File: src/rtl/load_store_unit_pkg.sv
// Shared control-signal types for the core's memory path.
// memSize_t encodes access size as log2 of the byte count, matching funct3[1:0].
package ControlSignals;

  typedef enum logic [1:0] {
    MEM_SIZE_B = 2'd0,
    MEM_SIZE_H = 2'd1,
    MEM_SIZE_W = 2'd2,
    MEM_SIZE_D = 2'd3
  } memSize_t;

  function automatic int size_bytes(memSize_t size);
    return 1 << int'(size);
  endfunction

endpackage

File: src/rtl/load_store_unit_align.sv
// Combinational lane steering for the load/store unit: store shift and byte
// enables plus error detection on the incoming request, load extract/extend on the latched one.
module lsu_align
  import ControlSignals::*;
#(
  parameter  int DATA_WIDTH_POW = 6,
  localparam int DW             = 1 << DATA_WIDTH_POW,
  localparam int NB             = DW / 8,
  localparam int OFF_W          = DATA_WIDTH_POW - 3
) (
  input  logic [2:0]       st_funct3,
  input  logic             st_write,
  input  logic [OFF_W-1:0] st_off,
  input  logic [DW-1:0]    st_data,
  input  logic [2:0]       ld_funct3,
  input  logic [OFF_W-1:0] ld_off,
  input  logic [DW-1:0]    rdata,
  output logic [DW-1:0]    wdata,
  output logic [NB-1:0]    byte_en,
  output logic             err,
  output logic [DW-1:0]    load_data
);

  memSize_t      st_size;
  memSize_t      ld_size;
  int            st_bytes;
  int            ld_bits;
  logic [15:0]   lane_mask;
  logic [DW-1:0] st_shifted;
  logic [DW-1:0] rd_shifted;
  logic          sign;

  assign st_size = memSize_t'(st_funct3[1:0]);
  assign ld_size = memSize_t'(ld_funct3[1:0]);

  // Oversized accesses may overflow the mask; they are flagged as errors and never reach memory.
  always_comb begin
    st_bytes   = size_bytes(st_size);
    lane_mask  = ((16'd1 << st_bytes) - 16'd1) << st_off;
    byte_en    = lane_mask[NB-1:0];
    st_shifted = st_data << (8 * int'(st_off));
    wdata      = '0;
    for (int b = 0; b < NB; b++) begin
      wdata[8*b +: 8] = byte_en[b] ? st_shifted[8*b +: 8] : 8'h00;
    end
    err = ((int'(st_off) & (st_bytes - 1)) != 0)
       || (int'(st_size) > OFF_W)
       || (st_funct3[2] && (st_write || int'(st_size) == OFF_W));
  end

  always_comb begin
    ld_bits    = 8 << int'(ld_size);
    rd_shifted = rdata >> (8 * int'(ld_off));
    sign       = 1'b0;
    for (int i = 0; i < DW; i++) begin
      if (i == ld_bits - 1) sign = rd_shifted[i];
    end
    if (ld_funct3[2]) sign = 1'b0;
    load_data = '0;
    for (int i = 0; i < DW; i++) begin
      load_data[i] = (i < ld_bits) ? rd_shifted[i] : sign;
    end
  end

endmodule

File: src/rtl/load_store_unit.sv
// Load/store unit between execute and data memory: ready/valid request, variable-latency
// memory handshake, one-cycle registered response pulse.
module load_store_unit
  import ControlSignals::*;
#(
  parameter  int DATA_WIDTH_POW = 6,
  parameter  int ADDR_WIDTH_POW = 6,
  localparam int DW             = 1 << DATA_WIDTH_POW,
  localparam int AW             = 1 << ADDR_WIDTH_POW,
  localparam int NB             = DW / 8,
  localparam int OFF_W          = DATA_WIDTH_POW - 3
) (
  input  logic          clk_in,
  input  logic          reset,
  input  logic          req_valid_in,
  output logic          req_ready_out,
  input  logic          req_write_in,
  input  logic [2:0]    req_funct3_in,
  input  logic [AW-1:0] req_addr_in,
  input  logic [DW-1:0] req_data_in,
  output logic          mem_req_valid_out,
  input  logic          mem_req_ready_in,
  output logic          mem_write_out,
  output logic [AW-1:0] mem_addr_out,
  output logic [DW-1:0] mem_wdata_out,
  output logic [NB-1:0] mem_byteEn_out,
  input  logic          mem_rvalid_in,
  input  logic [DW-1:0] mem_rdata_in,
  output logic          resp_valid_out,
  output logic [DW-1:0] resp_data_out,
  output logic          resp_err_out,
  output logic          busy_out
);

  typedef enum logic [1:0] {IDLE, REQ, WAIT_R, RESP} lsuState_t;

  lsuState_t        state;
  lsuState_t        next_state;
  logic             accept;
  logic             enter_resp;
  logic             write_q;
  logic [2:0]       funct3_q;
  logic [OFF_W-1:0] off_q;
  logic [AW-1:0]    mem_addr_q;
  logic [DW-1:0]    mem_wdata_q;
  logic [NB-1:0]    mem_byte_en_q;
  logic             resp_valid_q;
  logic             resp_err_q;
  logic [DW-1:0]    resp_data_q;
  logic [DW-1:0]    st_wdata;
  logic [NB-1:0]    st_byte_en;
  logic             st_err;
  logic [DW-1:0]    load_data;

  lsu_align #(.DATA_WIDTH_POW(DATA_WIDTH_POW)) u_align (
    .st_funct3 (req_funct3_in),
    .st_write  (req_write_in),
    .st_off    (req_addr_in[OFF_W-1:0]),
    .st_data   (req_data_in),
    .ld_funct3 (funct3_q),
    .ld_off    (off_q),
    .rdata     (mem_rdata_in),
    .wdata     (st_wdata),
    .byte_en   (st_byte_en),
    .err       (st_err),
    .load_data (load_data)
  );

  always_comb begin
    next_state = state;
    accept     = 1'b0;
    case (state)
      IDLE: begin
        if (req_valid_in) begin
          accept     = 1'b1;
          next_state = st_err ? RESP : REQ;
        end
      end
      REQ:    if (mem_req_ready_in) next_state = write_q ? RESP : WAIT_R;
      WAIT_R: if (mem_rvalid_in) next_state = RESP;
      RESP:   next_state = IDLE;
      default: next_state = IDLE;
    endcase
    enter_resp = (next_state == RESP);
  end

  // Entering RESP straight from IDLE only happens for a rejected request, hence the error flag.
  always_ff @(posedge clk_in) begin
    if (reset) begin
      state         <= IDLE;
      write_q       <= 1'b0;
      funct3_q      <= '0;
      off_q         <= '0;
      mem_addr_q    <= '0;
      mem_wdata_q   <= '0;
      mem_byte_en_q <= '0;
      resp_valid_q  <= 1'b0;
      resp_err_q    <= 1'b0;
      resp_data_q   <= '0;
    end else begin
      state        <= next_state;
      resp_valid_q <= enter_resp;
      resp_err_q   <= enter_resp && (state == IDLE);
      resp_data_q  <= (enter_resp && state == WAIT_R) ? load_data : '0;
      if (accept) begin
        write_q       <= req_write_in;
        funct3_q      <= req_funct3_in;
        off_q         <= req_addr_in[OFF_W-1:0];
        mem_addr_q    <= {req_addr_in[AW-1:OFF_W], {OFF_W{1'b0}}};
        mem_wdata_q   <= st_wdata;
        mem_byte_en_q <= st_byte_en;
      end
    end
  end

  assign req_ready_out     = (state == IDLE) && !reset;
  assign busy_out          = (state != IDLE);
  assign mem_req_valid_out = (state == REQ);
  assign mem_write_out     = write_q;
  assign mem_addr_out      = mem_addr_q;
  assign mem_wdata_out     = mem_wdata_q;
  assign mem_byteEn_out    = mem_byte_en_q;
  assign resp_valid_out    = resp_valid_q;
  assign resp_err_out      = resp_err_q;
  assign resp_data_out     = resp_data_q;

endmodule
File: config.mk
export PLATFORM = sky130hd
export DESIGN_NAME = load_store_unit
export DESIGN_NICKNAME = d
export VERILOG_FILES = /design/src/rtl/load_store_unit_pkg.sv /design/src/rtl/load_store_unit_align.sv /design/src/rtl/load_store_unit.sv
export SDC_FILE = /design/constraint.sdc
export NUM_CORES = 1
export LEC_CHECK = 0
export CELL_PAD_IN_SITES_DETAIL_PLACEMENT = 1
export CELL_PAD_IN_SITES_GLOBAL_PLACEMENT = 2
export CORE_MARGIN = 2
export CORE_UTILIZATION = 38
export DETAILED_ROUTE_END_ITERATION = 16
export DONT_BUFFER_PORTS = 1
export GPL_TIMING_DRIVEN = 0
export PLACE_DENSITY = 0.9
export SLEW_MARGIN = 30
export SYNTH_ARGS = -nofsm -noshare
export SYNTH_HDL_FRONTEND = slang
export SYNTH_SLANG_ARGS = --single-unit
File: constraint.sdc
create_clock -name clk_in -period 4.4 [get_ports clk_in]
set_clock_uncertainty 0.05 [all_clocks]
set_input_delay 0.88 -clock clk_in [delete_from_list [all_inputs] [get_ports clk_in]]
set_output_delay 0.88 -clock clk_in [all_outputs]
set_load 0.005 [all_outputs]
==> run summary, run 1 <==
via count of the first global-routing pass = 9539
maximum fanout encountered on the critical timing path = 10
Sink Count = 208
NumNets Final = 1413
length of the first detailed-routing pass in iterations = 5
Num CTS Buffers = 25
number of cell rows = 59
beginning of the worst register-to-register path = funct3_q[1]
Mapped Area = 10100 µm²
final period demand of the worst path = 2.88 ns
master of the slowest instance on the critical path = sky130_fd_sc_hd__o21ai_1
PostCTS Resize Cnt = 0
clock slew at the register clock pins of the worst setup and hold paths = 0.06 ns
master cell of the clock root buffer = sky130_fd_sc_hd__clkbuf_16
share of cells above drive strength 1 = 13.7%
part of the Yosys area used for sequential elements = 41.3%
count of cell types in the netlist = 60
Util after Layout = 43.7%
largest net degree at the start of global routing = 14
Placer Congestion = 0.968
Worst setup EP type = register
max-capacitance violation count = 0
start-to-end type of the worst setup path = in2reg
required time reported for the critical path endpoint = 4.73 ns
Leakage = 4.27 nW
slack of the worst reg-to-reg path = 1.85 ns
run status = completed
clock tree from TritonCTS = yes
switching portion of total power = 28.5%
H-tree levels = 1
total gr overflow = 0
total of endpoints with negative setup slack in the final report = 0
final routed DRC violation total = 0
number of vias in the routed layout = 9222
chip width = 167 µm
I/O pins = 407
Critical Path End = mem_wdata_out[41]
overall die height = 167 µm
total half-perimeter wirelength after legalization and detailed placement = 31.7 mm
Setup crit start = req_funct3_in[1]
worst ir drop on vdd = 0.294 mV
total power divided by cell area = 435 nW/µm²
total setup buffers inserted after CTS = 0
share of async-settable or async-resettable flops after synthesis = 0%
max-slew violation count = 0
number of hold violations in the final report = 0
max frequency = 0.348 GHz
die area = 27900 µm²
RSZ-0062 raised after global routing = false
part of the power in registers = 41.8%
Synth-to-Final Area Change = 12.8%
CP arrival = 3.21 ns
stage delay of the slowest cell on the critical path = 0.57 ns
Worst Tran Pin Value = 0.952 ns
net switching power figure = 1.41 mW
cells traversed along the worst timing path = clkbuf_1 > or2_2 > inv_1 > ha_1 > nor2b_1 > o32ai_1 > nor3_1 > o21ai_1 > o21ai_0
insertion delay to the later sink of the worst-skew pair = 0.53 ns
reg2reg path depth = 9
antenna violations before repair = 1
worst hold path class = in2reg
part of the total power dissipated in combinational logic = 15.8%
global-route wire length before repair = 60.6 mm
number of enable flip-flop cells after synthesis = 0
Iter 0 DRT Violations = 707
count of yosys warnings during synthesis = 0
initial core utilization = 38.7%
final routed wirelength across all metal layers = 40.7 mm
GRT Overall Usage = 28.0%
final critical-path share of the clock period = 65.3%
aggregate negative setup slack = 0 ns
CTS Buffer Depth = 3
Worst Setup Start Kind = input port
Main synth FF type = sky130_fd_sc_hd__dfxtp_1
average via count per standard cell = 5.90
Relative slew margins = 36.0%
cell count after synthesis = 1178
Post-CTS Hold Fix Bufs = 0
post-detailed-route wirelength per cell = 26.1 µm
Post-DRT Antenna Nets = 0
Internal = 3.54 mW
Floorplan Core Area = 26100 µm²
post-synthesis sequential element count = 208
FF-to-FF End = resp_data_out[1]
post-synthesis average cell area = 8.57 µm²
Clk network pwr share = 42.4%
number of buffers inserted by port buffering = 0
==> sequential cells by signal (all words and copies together), names as in the netlist, 2 cells and up <==
signal          cells
state               2
mem_wdata_out      64
resp_data_out      64
funct3_q            3
off_q               3
mem_byteEn_out      8
mem_addr_out       61
==> layout make-up <==
class | count | area, µm²
buffer | 96 | 465
multi-input combinational | 859 | 5420
inverter | 17 | 63.8
sequential | 208 | 4160
fill | 3122 | 14700
tap | 335 | 419
clock buffer | 34 | 719
clock inverter | 12 | 134
antenna | 1 | 2.50
==> cells in the mapped netlist (10+ instances only) <==
cell type,n,area (µm²)
sky130_fd_sc_hd__a211oi_1,10,75.1
sky130_fd_sc_hd__mux2i_1,74,741
sky130_fd_sc_hd__dfxtp_1,208,4160
sky130_fd_sc_hd__a22oi_1,36,270
sky130_fd_sc_hd__o21ai_0,87,435
sky130_fd_sc_hd__inv_1,16,60.1
sky130_fd_sc_hd__clkbuf_1,47,176
sky130_fd_sc_hd__mux2_2,28,315
sky130_fd_sc_hd__nand2_1,252,946
sky130_fd_sc_hd__a21oi_1,124,621
sky130_fd_sc_hd__buf_2,30,150
sky130_fd_sc_hd__mux4_2,27,608
sky130_fd_sc_hd__nor2_1,90,338
==> critical path, delay by kind of cell <==
kind	cells	cell delay, ns
buffers and inverters	2	0.38
adders and majority gates	1	0.22
AOI/OAI and AO/OA	3	1.19
and+or+nand+nor	3	0.54
==> power by group through the flow <==
| stage | combinational (mW) | clock, mW | sequential, mW |
|---|---|---|---|
| 5_1_grt | 0.855 | 2.22 | 2.08 |
| 2_1_floorplan | 0.562 | 0 | 2.08 |
| 3_3_place_gp | 0.756 | 0 | 2.11 |
| 3_5_place_dp | 0.774 | 0 | 2.11 |
| 4_1_cts | 0.778 | 2.14 | 2.07 |
| 6_report | 0.781 | 2.10 | 2.07 |
==> metrics by stage <==
stage	hold WS [ns]	instance area, µm²	worst slack [ns]	total power [mW]	instances
floorplan	0.399	10100	1.69	2.64	1180
global placement	0.415	10500	1.08	2.87	1515
detailed placement	0.419	10500	0.988	2.89	1515
CTS	0.396	11400	1.55	5.00	1561
global route	0.418	11400	1.30	5.15	1562
finish	0.416	11400	1.52	4.95	1562
==> logic make-up (layout without fill, tap and decap cells) <==
logic type | Yosys count | count (layout) | share of synthesized area [%]
muxes | 132 | 132 | 16.9
buffers and inverters | 113 | 159 | 5.24
other | 2 | 5 | 0.0744
adders and majority gates | 5 | 5 | 0.620
and+or+nand+nor | 392 | 392 | 16.0
xor gates and xnor gates | 2 | 2 | 0.174
DFF | 208 | 208 | 41.3
AOI/OAI and AO/OA | 324 | 324 | 19.8
==> routing by layer <==
metal	global-route usage [%]	part of all wire [%]	vias up
met1	32.3	38	4445
met5	0	0	-
met2	48.9	49	510
li1	-	-	4186
met4	9.00	3.5	0
met3	9.24	10	81
==> how the worst min path moves through the flow <==
stage                     slack (ns)                 to  cells past startpoint              start
after floorplan                 0.40  mem_wdata_out[26]                      2  mem_wdata_out[26]
after global placement          0.42   mem_addr_out[17]                      2   mem_addr_out[17]
after detailed placement        0.42   mem_addr_out[25]                      2   mem_addr_out[25]
after CTS                       0.40  resp_data_out[58]                      2   mem_rdata_in[58]
after global routing            0.42       resp_err_out                      2       req_valid_in
final                           0.42  resp_data_out[58]                      2   mem_rdata_in[58]
==> layout by cell type, fill, tap and decap left out, types with 7 or more instances in the layout <==
cell | netlist | final
sky130_fd_sc_hd__nand2_1 | 252 | 252
sky130_fd_sc_hd__dfxtp_1 | 208 | 208
sky130_fd_sc_hd__a21oi_1 | 124 | 124
sky130_fd_sc_hd__nor2_1 | 90 | 90
sky130_fd_sc_hd__o21ai_0 | 87 | 87
sky130_fd_sc_hd__mux2i_1 | 74 | 74
sky130_fd_sc_hd__clkbuf_1 | 47 | 50
sky130_fd_sc_hd__a22oi_1 | 36 | 36
sky130_fd_sc_hd__buf_2 | 30 | 30
sky130_fd_sc_hd__mux2_2 | 28 | 28
sky130_fd_sc_hd__mux4_2 | 27 | 27
sky130_fd_sc_hd__clkbuf_16 | 0 | 25
sky130_fd_sc_hd__inv_1 | 16 | 16
sky130_fd_sc_hd__a211oi_1 | 10 | 10
sky130_fd_sc_hd__o21ai_1 | 9 | 9
sky130_fd_sc_hd__nand2b_1 | 8 | 8
sky130_fd_sc_hd__nor2b_1 | 8 | 8
sky130_fd_sc_hd__o221a_2 | 8 | 8
sky130_fd_sc_hd__nor3_1 | 8 | 7
sky130_fd_sc_hd__buf_1 | 7 | 7
Power figures use the tool's default switching activity.
==> run 2, diff against run 1 <==
Settings changed: ABC_AREA set to 1, CORE_UTILIZATION 38 to 33, PLACE_DENSITY 0.9 to 0.86.
Clock period 4.4 ns to 2.68 ns, I/O delays scaled along.
==> run 2 against run 1 <==
Hold slack worse by 0.39 ns. Core utilization is 5.8 points lower. Synthesized cell count is 28% higher. Sequential power is 68% higher. Register-to-register slack worse by 1.6 ns. Worst setup slack worse by 1.2 ns. Sequential cell count stayed put. Largest power group is now registers.
==> run summary, run 2 <==
run status = completed
area fraction of the dominant cell type after synthesis = 40.5% (-0.71 points)
global-route wire length before repair = 69.1 mm (+14%)
total gr overflow = 0 (unchanged)
overall die height = 180 µm (+8.1%)
clock slew at the register clock pins of the worst setup and hold paths = 0.06 ns (about the same)
final routed DRC violation total = 0 (unchanged)
Post-DRT Antenna Nets = 0 (unchanged)
total power divided by cell area = 750 nW/µm² (+73%)
RSZ-0062 raised after global routing = false
aggregate negative setup slack = 0 ns (unchanged)
insertion delay to the later sink of the worst-skew pair = 0.54 ns (about the same)
CTS Buffer Depth = 3 (unchanged)
antenna violations before repair = 1 (unchanged)
Sink Count = 208 (unchanged)
total half-perimeter wirelength after legalization and detailed placement = 36.6 mm (+16%)
Relative slew margins = 38.8% (+2.7 points)
worst ir drop on vdd = 0.435 mV (+48%)
count of cell types in the netlist = 44 (-27%)
initial core utilization = 33.6% (-5.2 points)
max-capacitance violation count = 0 (unchanged)
max-slew violation count = 0 (unchanged)
instance area after placement = 10800 µm² (+2.3%)
Floorplan Core Area = 30600 µm² (+17%)
start-to-end type of the worst setup path = reg2reg
cells taking the most area after synthesis = sky130_fd_sc_hd__dfxtp_1 41%, sky130_fd_sc_hd__nand2_1 13%, sky130_fd_sc_hd__o21ai_0 9.3%
most frequent standard cell in the layout excluding fill and tap cells = sky130_fd_sc_hd__nand2_1
worst hold path class = in2reg
largest area contributor in the netlist = sky130_fd_sc_hd__dfxtp_1
Post-CTS Hold Fix Bufs = 0 (unchanged)
most frequent cell after synthesis = sky130_fd_sc_hd__nand2_1
final critical-path share of the clock period = 88.8%
GRT Overall Usage = 27.4% (-0.63 points)
average via count per standard cell = 5.60 (-5.2%)
post-synthesis average cell area = 6.81 µm² (-20%)
leading cell types in the layout, fill and taps excluded = 352 x sky130_fd_sc_hd__nand2_1, 208 x sky130_fd_sc_hd__dfxtp_1, 190 x sky130_fd_sc_hd__o21ai_0, 185 x sky130_fd_sc_hd__nor2_1, 180 x sky130_fd_sc_hd__a21oi_1
length of the first detailed-routing pass in iterations = 5 (unchanged)
cell count after synthesis = 1507 (+28%)
max frequency = 0.420 GHz
post-synthesis sequential element count = 208 (unchanged)
maximum fanout encountered on the critical timing path = 10 (unchanged)
Hold Worst Slack = 0.0306 ns (-0.386 ns)
clock tree from TritonCTS = yes
die area = 32500 µm² (+17%)
post-layout instance count excluding filler cells = 1951 (+25%)
Num CTS Buffers = 25 (unchanged)
chip width = 180 µm (+8.1%)
I/O pins = 407 (unchanged)
number of buffers inserted by port buffering = 0 (unchanged)
post-detailed-route wirelength per cell = 23.8 µm (-8.6%)
Iter 0 DRT Violations = 827 (+17%)
H-tree levels = 1 (unchanged)
CP arrival = 2.76 ns (-0.45 ns)
total of endpoints with negative setup slack in the final report = 0 (unchanged)
part of the Yosys area used for sequential elements = 40.5% (-0.71 points)
master cell of the clock root buffer = sky130_fd_sc_hd__clkbuf_16
share of cells above drive strength 1 = 7.66% (-6.0 points)
number of hold violations in the final report = 0 (unchanged)
Mapped Area = 10300 µm² (+1.8%)
final period demand of the worst path = 2.38 ns
Layout Cell Area excl Fill = 11600 µm² (+1.9%)
Main synth FF type = sky130_fd_sc_hd__dfxtp_1
Leakage = 4.57 nW (+6.9%)
count of yosys warnings during synthesis = 0 (unchanged)
via count of the first global-routing pass = 10.9k (+14%)
Worst Tran Pin Value = 0.914 ns (-0.0381 ns)
number of fill cells = 3918 (+25%)
final routed wirelength across all metal layers = 46.5 mm (+14%)
number of cell rows = 64 (+8.5%)
NumNets Final = 1742 (+23%)
number of enable flip-flop cells after synthesis = 0 (unchanged)
Worst Setup Start Kind = register
cell total after placement = 1905 (+26%)
top post-synthesis cells by count = 352 x sky130_fd_sc_hd__nand2_1, 208 x sky130_fd_sc_hd__dfxtp_1, 190 x sky130_fd_sc_hd__o21ai_0
Worst setup EP type = register
Synth-to-Final Area Change = 13.0%
largest net degree at the start of global routing = 14 (unchanged)
required time reported for the critical path endpoint = 3.06 ns (-1.67 ns)
Placer Congestion = 0.982 (+1.4%)
number of vias in the routed layout = 10.9k (+18%)
share of async-settable or async-resettable flops after synthesis = 0% (unchanged)
run 2: cell count changes after synthesis, sizes merged, moves of 27 or more:
cell,change
nand2,+101
o21ai,+95
nand3,+40
mux2,-31
a21oi,+68
mux4,-27
inv,+59
nor2,+96
mux2i,-60
run 2: where the power goes:
part	switching [mW]	leakage, nW	internal, mW
clock	1.40	0.408	1.99
combinational	1.32	2.46	0.524
sequential	0.173	1.70	3.30
run 2: per-stage QoR:
stage	utilization, %	power (mW)	setup slack [ns]
after floorplan	-	4.73	0.648
after global placement	35.2	5.33	0.0446
after detailed placement	35.2	5.35	0.00624
after CTS	37.9	8.78	0.0363
after global routing	37.9	9.12	0.0839
final	37.9	8.71	0.300
run 2: worst max-delay path, stage by stage (launching register included):
cell	delay [ns]
sky130_fd_sc_hd__dfxtp_1	0.29
sky130_fd_sc_hd__buf_2	0.18
sky130_fd_sc_hd__nor2_2	0.46
sky130_fd_sc_hd__inv_1	0.15
sky130_fd_sc_hd__ha_1	0.21
sky130_fd_sc_hd__nand2_1	0.10
sky130_fd_sc_hd__ha_1	0.25
sky130_fd_sc_hd__xnor2_1	0.15
sky130_fd_sc_hd__a21oi_1	0.12
sky130_fd_sc_hd__nand2_1	0.07
sky130_fd_sc_hd__a21oi_1	0.24
run 2: cell families after synthesis:
logic type	share of synthesized area, %
fa+ha+maj	0.609
xor+xnor	0.171
flops	40.5
compound gates	24.7
other cells	0.0731
simple gates	24.4
mux	1.36
buf+inv	8.07
run 2: area by class of cell:
type                    instances  area (µm²)  area share [%]
well taps                     396         495            4.27
clock buffers                  35         723            6.23
diodes                          1        2.50          0.0216
clock inverters                10         104           0.895
flip-flops and latches        208        4160            35.9
multi-input cells            1102        5290            45.6
plain buffers                 119         528            4.55
inverters                      80         300            2.59
run 2: per-layer routing:
| metal | track usage (%) | wire, µm |
|---|---|---|
| met1 | 33.8 | 18700 |
| met2 | 45.4 | 21600 |
| met3 | 6.93 | 4160 |
| met4 | 11.3 | 2090 |
| met5 | 0 | 0 |
run 2: path summary, 6_finish.rpt:
path | startpoint | end | slack (ns) | depth (start not counted)
setup reg to reg | funct3_q[1] | resp_data_out[1] | 0.30 | 10
setup / recovery | funct3_q[1] | resp_data_out[1] | 0.30 | 10
hold / removal | reset | state[0] | 0.03 | 1
hold reg to reg | mem_wdata_out[12] | mem_wdata_out[12] | 0.44 | 2
run 2: repair_timing:
action / in CTS / in global routing
buffers inserted: 0 / 0
setup endpoints to repair: 0 / 1
gates resized for setup: 0 / 1
==> run 3, diff against run 2 <==
Settings changed: CORE_ASPECT_RATIO set to 0.7, SLEW_MARGIN 30 to 10.
==> run 3 against run 2 <==
Count of clock-buffer cells in the layout down 7. Cell area decreased by 0.45%. Sequential share of layout area increased by 0.16 points. Critical path type is now in2reg. Critical path depth stayed put. Clock power decreased by 4%. Fmax down 6.2%. Non-clock buffer count is the same. Die area is essentially flat. Worst setup slack worse by 0.16 ns. Core utilization up 0.18 points.
==> run summary, run 3 (synthesis gave the netlist of run 2 again) <==
max frequency = 0.394 GHz (-6.2%)
cells traversed along the worst timing path = buf_2 > buf_2 > nand2_1 > o21ai_1 > inv_1 > o21ai_0 > o21ai_0 > inv_1 > nand2_1 > a21oi_1
insertion delay to the later sink of the worst-skew pair = 0.55 ns (about the same)
Hold Worst Slack = 0.0509 ns (+0.0203 ns)
stage delay of the slowest cell on the critical path = 0.66 ns (+0.20 ns)
total power divided by cell area = 754 nW/µm² (+0.46%)
pre-CTS setup slack = -0.325 ns (-0.332 ns)
total half-perimeter wirelength after legalization and detailed placement = 41.2 mm (+13%)
length of the first detailed-routing pass in iterations = 5 (unchanged)
die area = 32600 µm² (about the same)
final period demand of the worst path = 2.54 ns (+0.156 ns)
CP arrival = 2.93 ns (+0.17 ns)
area occupied by registers = 4160 µm² (unchanged)
antenna violations before repair = 1 (unchanged)
overall die height = 152 µm (-16%)
Relative slew margins = 20.7% (-18 points)
H-tree levels = 1 (unchanged)
final routed DRC violation total = 0 (unchanged)
Worst setup EP type = register
worst ir drop on vdd = 0.399 mV (-8.3%)
largest net degree at the start of global routing = 15 (+1)
post-detailed-route wirelength per cell = 26.0 µm (+9.2%)
Worst Tran Pin Value = 1.18 ns (+0.270 ns)
maximum fanout encountered on the critical timing path = 10 (unchanged)
total gr overflow = 0 (unchanged)
master of the slowest instance on the critical path = sky130_fd_sc_hd__o21ai_0
Floorplan Core Area = 30300 µm² (-0.93%)
crit path setup slack, layout = 0.144 ns (-0.156 ns)
Worst Setup Start Kind = input port
GRT Overall Usage = 30.2% (+2.8 points)
via count of the first global-routing pass = 11.0k (+0.97%)
I/O pins = 407 (unchanged)
Antenna Diode Count = 0 (-1)
max-capacitance violation count = 0 (unchanged)
most frequent standard cell in the layout excluding fill and tap cells = sky130_fd_sc_hd__nand2_1
number of buffers inserted by port buffering = 0 (unchanged)
chip width = 215 µm (+19%)
area taken by multi-input logic gates = 5290 µm² (unchanged)
required time reported for the critical path endpoint = 3.08 ns (+0.02 ns)
run status = completed
NumNets Final = 1740 (-0.11%)
Sink Count = 208 (unchanged)
clock tree from TritonCTS = yes
global-route wire length before repair = 73.0 mm (+5.6%)
CTS Buffer Depth = 3 (unchanged)
initial core utilization = 33.9% (+0.31 points)
Num CTS Buffers = 23 (-8.0%)
master cell of the clock root buffer = sky130_fd_sc_hd__clkbuf_16
total setup buffers inserted after CTS = 0 (unchanged)
start-to-end type of the worst setup path = in2reg
number of cell rows = 53 (-17%)
worst hold path class = in2reg
instance area after placement = 10800 µm² (+0.19%)
Leakage = 4.53 nW (-0.85%)
Layout Cell Area excl Fill = 11600 µm² (-0.45%)
Iter 0 DRT Violations = 873 (+5.6%)
number of hold violations in the final report = 0 (unchanged)
number of vias in the routed layout = 11.0k (+0.84%)
leading cell types in the layout, fill and taps excluded = 352 x sky130_fd_sc_hd__nand2_1, 208 x sky130_fd_sc_hd__dfxtp_1, 189 x sky130_fd_sc_hd__o21ai_0, 185 x sky130_fd_sc_hd__nor2_1, 180 x sky130_fd_sc_hd__a21oi_1
max-slew violation count = 0 (unchanged)
share of cells above drive strength 1 = 7.30% (-0.35 points)
Placer Congestion = 1.01 (+2.7%)
Post-DRT Antenna Nets = 0 (unchanged)
PostCTS Resize Cnt = 0 (unchanged)
final critical-path share of the clock period = 94.6% (+5.8 points)
Synth-to-Final Area Change = 12.5%
total of endpoints with negative setup slack in the final report = 0 (unchanged)
clock slew at the register clock pins of the worst setup and hold paths = 0.06 ns (about the same)
RSZ-0062 raised after global routing = false
average via count per standard cell = 5.62 (+0.43%)
number of fill cells = 3903 (-0.38%)
Post-CTS Hold Fix Bufs = 0 (unchanged)
final routed wirelength across all metal layers = 51.0 mm (+9.7%)
run 3: path summary, 6_finish.rpt:
kind / slack (ns) / cells after the start / start / to
worst min register to register: 0.44 / 2 / mem_byteEn_out[2] / mem_byteEn_out[2]
worst max register to register: 0.25 / 6 / off_q[1] / resp_data_out[0]
worst min-delay path: 0.05 / 1 / reset / state[0]
worst max-delay path: 0.14 / 10 / req_addr_in[0] / mem_wdata_out[62]
run 3: worst max-delay path, delay by kind of cell:
family | cells | cell delay [ns]
AOI/OAI and AO/OA | 4 | 1.46
buffers and inverters | 4 | 0.78
and+or+nand+nor | 2 | 0.14
run 3: metal layers:
metal / global-route usage [%] / wire length [µm] / part of all wire [%]
met2: 43.4 / 20700 / 41
met1: 42.3 / 23000 / 45
met5: 0 / 13 / 0.025
met4: 8.16 / 1470 / 2.9
met3: 11.0 / 5830 / 11
run 3: per-stage QoR:
stage / std cells / total power, mW / TNS (ns) / util (%)
6_report: 1959 / 8.71 / 0 / 38.1
5_1_grt: 1959 / 9.10 / 0 / 38.1
4_1_cts: 1959 / 8.72 / 0 / 38.1
3_5_place_dp: 1921 / 5.45 / -0.652 / 35.6
3_3_place_gp: 1921 / 5.42 / -0.498 / 35.6
2_1_floorplan: 1509 / 4.73 / 0 / -
run 3: area by class of cell:
| cell class | count | share of cell area (%) |
|---|---|---|
| Clock inverter | 10 | 1.23 |
| Buffer | 119 | 4.57 |
| Sequential cell | 208 | 36.0 |
| Tap cell | 412 | 4.46 |
| Inverter | 80 | 2.60 |
| Clock buffer | 28 | 5.32 |
| Multi-Input combinational cell | 1102 | 45.8 |
run 3: power breakdown:
part           switching [mW]  leakage, nW  internal [mW]  total [mW]
clock                    1.35        0.369           1.92        3.27
combinational            1.41         2.46          0.524        1.94
sequential              0.201         1.70           3.30        3.50
